[config.mk]
export PLATFORM = sky130hd
export DESIGN_NAME = clarke_rr_scheduler
export DESIGN_NICKNAME = d
export VERILOG_FILES = /design/src/rtl/clarke_pkg.sv /design/src/rtl/rr_arbiter.sv /design/src/rtl/clarke_rr_scheduler.sv
export SDC_FILE = /design/constraint.sdc
export NUM_CORES = 1
export LEC_CHECK = 0
export BUFFER_PORTS_ARGS = -buffer_cell sky130_fd_sc_hd__buf_2
export CELL_PAD_IN_SITES_DETAIL_PLACEMENT = 2
export CELL_PAD_IN_SITES_GLOBAL_PLACEMENT = 2
export CORE_MARGIN = 2
export CORE_UTILIZATION = 34
export CTS_CLUSTER_SIZE = 10
export DETAILED_ROUTE_END_ITERATION = 10
export PLACE_DENSITY_LB_ADDON = 0.1
export RECOVER_POWER = 25
export REMOVE_ABC_BUFFERS = 1
export SLEW_MARGIN = 30
export SYNTH_ARGS = -nofsm -noshare
export SYNTH_HDL_FRONTEND = slang
export SYNTH_SLANG_ARGS = --single-unit
[constraint.sdc]
create_clock -name clk_i -period 8.9 [get_ports clk_i]
set_clock_uncertainty 0.1 [all_clocks]
set_input_delay 0.89 -clock clk_i [delete_from_list [all_inputs] [get_ports clk_i]]
set_output_delay 0.89 -clock clk_i [all_outputs]
set_load 0.02 [all_outputs]
[src/rtl/clarke_pkg.sv]
// Shared constants, types and the Clarke scaling constant for the
// time-shared alpha/beta transform scheduler.
package clarke_pkg;

    localparam int DATA_WIDTH_DEF = 10;
    localparam int N_CH_DEF       = 4;
    localparam int CH_W_DEF       = $clog2(N_CH_DEF);

    typedef logic [CH_W_DEF-1:0] ch_idx_t;

    typedef struct packed {
        ch_idx_t                     ch;
        logic signed [DATA_WIDTH_DEF-1:0] al;
        logic signed [DATA_WIDTH_DEF-1:0] be;
    } clarke_result_t;

    // K = trunc(0.577350269 * (2^(dw-1) - 1)), in integer math so it folds at elaboration
    function automatic int clarke_k(input int dw);
        longint full_scale;
        full_scale = (longint'(1) <<< (dw - 1)) - longint'(1);
        return int'((full_scale * longint'(577350269)) / longint'(1000000000));
    endfunction

endpackage

[src/rtl/rr_arbiter.sv]
// Round-robin arbiter: picks the first enabled requester at or after the
// pointer and returns it as a one-hot grant plus a binary index.
module rr_arbiter #(
    parameter int N_CH = 4,
    localparam int CW = $clog2(N_CH)
) (
    input  logic [N_CH-1:0] req_i,
    input  logic [N_CH-1:0] en_i,
    input  logic [CW-1:0]   ptr_i,
    output logic [N_CH-1:0] grant_o,
    output logic [CW-1:0]   idx_o,
    output logic            valid_o
);

    localparam logic [CW:0] NCH_V = (CW+1)'(N_CH);

    logic [CW:0]   pos;
    logic [CW-1:0] cand;

    // The extra bit on pos lets the wrap work for non-power-of-two channel counts
    always_comb begin
        grant_o = '0;
        idx_o   = '0;
        valid_o = 1'b0;
        pos     = '0;
        cand    = '0;
        for (int i = 0; i < N_CH; i++) begin
            pos = {1'b0, ptr_i} + (CW+1)'(i);
            if (pos >= NCH_V) begin
                pos = pos - NCH_V;
            end
            cand = pos[CW-1:0];
            if (!valid_o && req_i[cand] && en_i[cand]) begin
                grant_o[cand] = 1'b1;
                idx_o         = cand;
                valid_o       = 1'b1;
            end
        end
    end

endmodule

[src/rtl/clarke_rr_scheduler.sv]
// N_CH requesters share one forward Clarke datapath: round-robin grant,
// one register stage, then a 2-entry output FIFO guarded by credits.
module clarke_rr_scheduler
    import clarke_pkg::*;
#(
    parameter int DATA_WIDTH = DATA_WIDTH_DEF,
    parameter int N_CH       = N_CH_DEF,
    localparam int CW        = $clog2(N_CH)
) (
    input  logic                                clk_i,
    input  logic                                rst_i,
    input  logic [N_CH-1:0]                     cfg_ch_en_i,
    input  logic [N_CH-1:0]                     s_valid_i,
    output logic [N_CH-1:0]                     s_ready_o,
    input  logic [N_CH-1:0][DATA_WIDTH-1:0]     s_a_i,
    input  logic [N_CH-1:0][DATA_WIDTH-1:0]     s_b_i,
    output logic                                m_valid_o,
    input  logic                                m_ready_i,
    output logic [CW-1:0]                       m_ch_o,
    output logic signed [DATA_WIDTH-1:0]        m_al_o,
    output logic signed [DATA_WIDTH-1:0]        m_be_o,
    output logic                                busy_o
);

    localparam int                     PW      = 2*DATA_WIDTH - 1;
    localparam logic signed [PW-1:0]   K_P     = PW'(clarke_k(DATA_WIDTH));
    localparam logic [CW-1:0]          LAST_CH = CW'(N_CH - 1);

    typedef struct packed {
        logic [CW-1:0]                 ch;
        logic signed [DATA_WIDTH-1:0]  al;
        logic signed [DATA_WIDTH-1:0]  be;
    } entry_t;

    logic [CW-1:0]                ptr_q, ptr_d;
    logic                         s1_valid_q, s1_valid_d;
    logic signed [DATA_WIDTH-1:0] s1_a_q, s1_a_d;
    logic signed [DATA_WIDTH-1:0] s1_b_q, s1_b_d;
    logic [CW-1:0]                s1_ch_q, s1_ch_d;
    entry_t                       fifo_q [2];
    entry_t                       fifo_d [2];
    logic                         wr_q, wr_d;
    logic                         rd_q, rd_d;
    logic [1:0]                   count_q, count_d;

    logic                         pop;
    logic [1:0]                   occupancy;
    logic                         can_grant;
    logic [N_CH-1:0]              arb_req;
    logic [N_CH-1:0]              arb_grant;
    logic [CW-1:0]                arb_idx;
    logic                         arb_valid;
    logic signed [PW-1:0]         sum_w;
    logic signed [PW-1:0]         prod_w;
    logic signed [DATA_WIDTH-1:0] be_w;
    entry_t                       head;

    // A new grant needs a free slot counting stage 1 and the FIFO, net of this cycle's pop
    assign pop       = m_valid_o & m_ready_i;
    assign occupancy = count_q + {1'b0, s1_valid_q} - {1'b0, pop};
    assign can_grant = !rst_i && (occupancy < 2'd2);
    assign arb_req   = s_valid_i & {N_CH{can_grant}};

    rr_arbiter #(
        .N_CH (N_CH)
    ) u_arb (
        .req_i   (arb_req),
        .en_i    (cfg_ch_en_i),
        .ptr_i   (ptr_q),
        .grant_o (arb_grant),
        .idx_o   (arb_idx),
        .valid_o (arb_valid)
    );

    assign s_ready_o = arb_grant;

    // Products are kept modulo 2^PW; bits above that never reach the truncated beta
    assign sum_w  = PW'(s1_a_q) + (PW'(s1_b_q) <<< 1);
    assign prod_w = sum_w * K_P;
    assign be_w   = DATA_WIDTH'(prod_w >>> (DATA_WIDTH - 1));

    always_comb begin
        ptr_d      = ptr_q;
        s1_valid_d = arb_valid;
        s1_a_d     = s1_a_q;
        s1_b_d     = s1_b_q;
        s1_ch_d    = s1_ch_q;
        if (arb_valid) begin
            s1_a_d  = s_a_i[arb_idx];
            s1_b_d  = s_b_i[arb_idx];
            s1_ch_d = arb_idx;
            ptr_d   = (arb_idx == LAST_CH) ? '0 : arb_idx + CW'(1);
        end
    end

    always_comb begin
        fifo_d  = fifo_q;
        wr_d    = wr_q;
        rd_d    = rd_q;
        count_d = count_q;
        if (s1_valid_q) begin
            fifo_d[wr_q] = '{ch: s1_ch_q, al: s1_a_q, be: be_w};
            wr_d         = ~wr_q;
        end
        if (pop) begin
            rd_d = ~rd_q;
        end
        case ({s1_valid_q, pop})
            2'b10:   count_d = count_q + 2'd1;
            2'b01:   count_d = count_q - 2'd1;
            default: count_d = count_q;
        endcase
    end

    always_ff @(posedge clk_i) begin
        if (rst_i) begin
            ptr_q      <= '0;
            s1_valid_q <= 1'b0;
            s1_a_q     <= '0;
            s1_b_q     <= '0;
            s1_ch_q    <= '0;
            fifo_q[0]  <= '0;
            fifo_q[1]  <= '0;
            wr_q       <= 1'b0;
            rd_q       <= 1'b0;
            count_q    <= 2'd0;
        end else begin
            ptr_q      <= ptr_d;
            s1_valid_q <= s1_valid_d;
            s1_a_q     <= s1_a_d;
            s1_b_q     <= s1_b_d;
            s1_ch_q    <= s1_ch_d;
            fifo_q[0]  <= fifo_d[0];
            fifo_q[1]  <= fifo_d[1];
            wr_q       <= wr_d;
            rd_q       <= rd_d;
            count_q    <= count_d;
        end
    end

    assign head      = fifo_q[rd_q];
    assign m_valid_o = (count_q != 2'd0);
    assign m_ch_o    = head.ch;
    assign m_al_o    = head.al;
    assign m_be_o    = head.be;
    assign busy_o    = s1_valid_q | m_valid_o;

endmodule
==> key figures <==
Run status
  – Status: complete, but fails checks
  – Failing checks: max-capacitance violations, max-slew violations

Route
  – WL/cell: 18.8 µm
  – Detailed Routing Iterations Pass 1: 4
  – Starting DRT DRC Count: 104
  – Vias/cell: 5.20
  – Routed Antenna Nets: 0
  – Via Count: 5,284
  – Total wire length: 19,100 µm
  – Remaining DRCs: 0

Yosys
  – Synth cell types: 60
  – Synth top area cells: dfxtp_1 (24%), ha_1 (15%), fa_1 (9.1%)
  – Post-Syn Instances: 671
  – Post-synthesis sequential area ratio: 23.8%
  – Synth Area in Simple Gates: 13.0%
  – Largest family of logic cells by synthesized area: adder cells
  – FF+latch count, synth: 73
  – Post-synthesis instance area: 6140 µm²
  – Top_reg_cell synth: dfxtp_1
  – Post-synth EDFFs: 0
  – Average cell area after synthesis: 9.14 µm²
  – Compound-Gate Fraction of Synth Area: 15.5%
  – Yosys top cell area share: 23.8%
  – Yosys warnings: 0
  – Post-Synth XOR/XNOR Area: 4.42%
  – Asr flop ratio synth: 0%
  – Fraction of the mapped netlist area in adder cells: 24.4%
  – Top cell type by total area after synthesis: dfxtp_1
  – Mux cell area share after synthesis: 11.4%

Place
  – Final HPWL DP: 15,100 µm
  – Dpl cells: 1,002
  – IO Port Bufs: 118
  – Final RePlAce weighted congestion: 0.826
  – DP Area: 6930 µm²

Setup path
  – CP Data Arrival Time: 7.05 ns
  – Crit path max-delay family: adder cells
  – FF-to-FF setup slack: 1.99 ns
  – Slowest stage cell, crit path: o31ai_1
  – Crit path max fanout: 6
  – Setup CP Type: register to register
  – RR Endpoint: fifo_q[30]
  – R2R cell count: 24
  – Critical Path RT: 9.03 ns
  – Startpoint types: register
  – Buf+Inv Stages, Crit Path: 5
  – CP max stage delay: 0.67 ns
  – Crit-path cells: ha_1 > a21oi_1 > nor2b_1 > a311oi_1 > nor2_1 > xnor2_1 > inv_1 > ha_1 > ha_1 > inv_1 > fa_1 > inv_1 > fa_1 > inv_1 > fa_1 > inv_1 > ha_1 > o21a_1 > o21ai_0 > o31ai_1 > a211oi_1 > o21bai_1 > nor4b_1 > a211o_1
  – Critical path capture point type: register
  – Worst R2R Start: s1_a_q[4]
  – Crit-path most repeated cell: inv_1

Clock tree
  – Hold_buf cts: 0
  – Clock latency on the worst-skew pair: 0.35 ns
  – Total CTS buffers: 9
  – CTS sink count: 73
  – TritonCTS clock tree: built
  – Clock-pin slew on the worst setup and hold paths: 0.06 ns
  – Resize count post-CTS: 0
  – Longest Clk Path Bufs: 2
  – Post-CTS setup buffers: 0
  – H-tree levels: 3
  – Clock root cell: clkbuf_16

Floorplan
  – Row cnt: 49
  – Area of the core: 17,800 µm²
  – Die height: 138 µm
  – Initial Util: 34.4%
  – Die footprint: 19,100 µm²
  – Die width: 138 µm
  – I/O pin count: 119

STA
  – Final-report hold violation count: 0
  – Fmax: 145 MHz
  – Final Setup Violations: 0
  – Max Slew Vio Count: 47
  – TNS Setup: 0 ns
  – Tcrit/Tclk final: 77.7%
  – Slew headroom: -70.6%
  – RSZ-0062 raised after global routing: no
  – Worst-Margin Slew: 2.56 ns
  – Minimum clock period: 6.91 ns

Min path
  – Worst Hold Class: register to register
  – WHS Path Cells: 2
  – Worst hold start: fifo_q[22]
  – Min-Delay Endpoint: fifo_q[22]

Global route
  – GRT Total Usage: 20.4%
  – First-pass GRT wire length: 31,300 µm
  – Total gr overflow: 0
  – Vias in the first global route: 5,925
  – Initial antenna violation count: 0
  – Largest net degree at the start of global routing: 47

Cells and area
  – Final net count: 978
  – Area grow syn2layout: 17.2%
  – Share of cells above drive strength 1: 23.1%
  – Most common cell after layout, fill and taps aside: buf_2
  – # diodes: 0
  – Design area: 7190 µm²
  – Post-route insts no fill: 1,017
  – Fill cells: 2,038
  – Most frequent cells in the layout: buf_2 (116), inv_1 (77), nand2_1 (76), ha_1 (75), dfxtp_1 (73)

Job
  – Max cap viols: 1
-- cell usage after synthesis, drive strengths merged, types with 3 or more instances --
master   number
a22oi         9
ha           75
nor2b        11
xnor2        23
o21ai         9
o2111ai       4
nor2         30
o221ai       14
dfxtp        73
a22o         19
nor3b         5
or2           4
o22ai         6
mux2i        34
nor3          9
clkbuf       17
mux2         28
buf           7
inv          78
a21oi        46
fa           28
or3           4
a211oi        3
nand3        11
xor2          8
nand2        76
nand4         3
-- cell type report --
class	instances	area (µm²)	area share (%)
Clock inverter	2	13.8	0.191
Inverter	78	293	4.07
Clock buffer	13	260	3.62
Tap cell	229	287	3.98
Timing Repair Buffer	126	641	8.91
Sequential cell	73	1460	20.3
Multi-Input combinational cell	496	4240	58.9
-- worst min-delay path, cell delays in order, from the launching register on --
cell and delay (ns):
dfxtp_1 0.30, nand2_1 0.05, a21oi_1 0.05
-- routing by layer --
layer	GRT usage [%]	vias to the layer above	part of all wire, %
met1	25.9	2615	46
li1	-	2574	-
met5	0	-	0
met2	36.5	77	51
met4	4.73	0	1.2
met3	2.91	18	2.5
-- worst max path at each step --
stage / start / endpoint / slack [ns] / cells past startpoint
after global placement: s1_a_q[2] / fifo_q[31] / 2.35 / 24
after floorplan: s1_a_q[1] / fifo_q[30] / 2.42 / 21
final: s1_a_q[4] / fifo_q[30] / 1.99 / 24
after global routing: s1_a_q[4] / fifo_q[30] / 1.52 / 24
after detailed placement: s1_a_q[4] / fifo_q[30] / 2.03 / 24
after CTS: s1_a_q[4] / fifo_q[30] / 2.01 / 24
-- per-stage QoR --
| stage | hold WS [ns] | utilization (%) | worst slack [ns] |
|---|---|---|---|
| final | 0.356 | 40.3 | 1.99 |
| after global routing | 0.386 | 40.3 | 1.52 |
| after CTS | 0.358 | 40.4 | 2.01 |
| after detailed placement | 0.349 | 38.8 | 2.03 |
| after global placement | 0.335 | 38.8 | 2.35 |
| after floorplan | 0.319 | - | 2.42 |
-- flip-flops by register name (all words and copies together) (netlist names) --
signal      flops
count_q         2
s1_ch_q         2
s1_b_q         10
fifo_q         44
wr_q            1
rd_q            1
s1_a_q         10
ptr_q           2
s1_valid_q      1
-- logic make-up (layout without fill, tap and decap cells) --
| logic type | after synthesis | in the layout |
|---|---|---|
| DFF | 73 | 73 |
| adders and majority gates | 103 | 103 |
| AOI/OAI and AO/OA | 132 | 132 |
| xor gates and xnor gates | 31 | 31 |
| and+or+nand+nor | 166 | 166 |
| buffers and inverters | 102 | 219 |
| muxes | 64 | 64 |
Power is left out: the tool's default activity adds up to more than one toggle a clock period on the data nets, which glitch-free logic cannot reach.
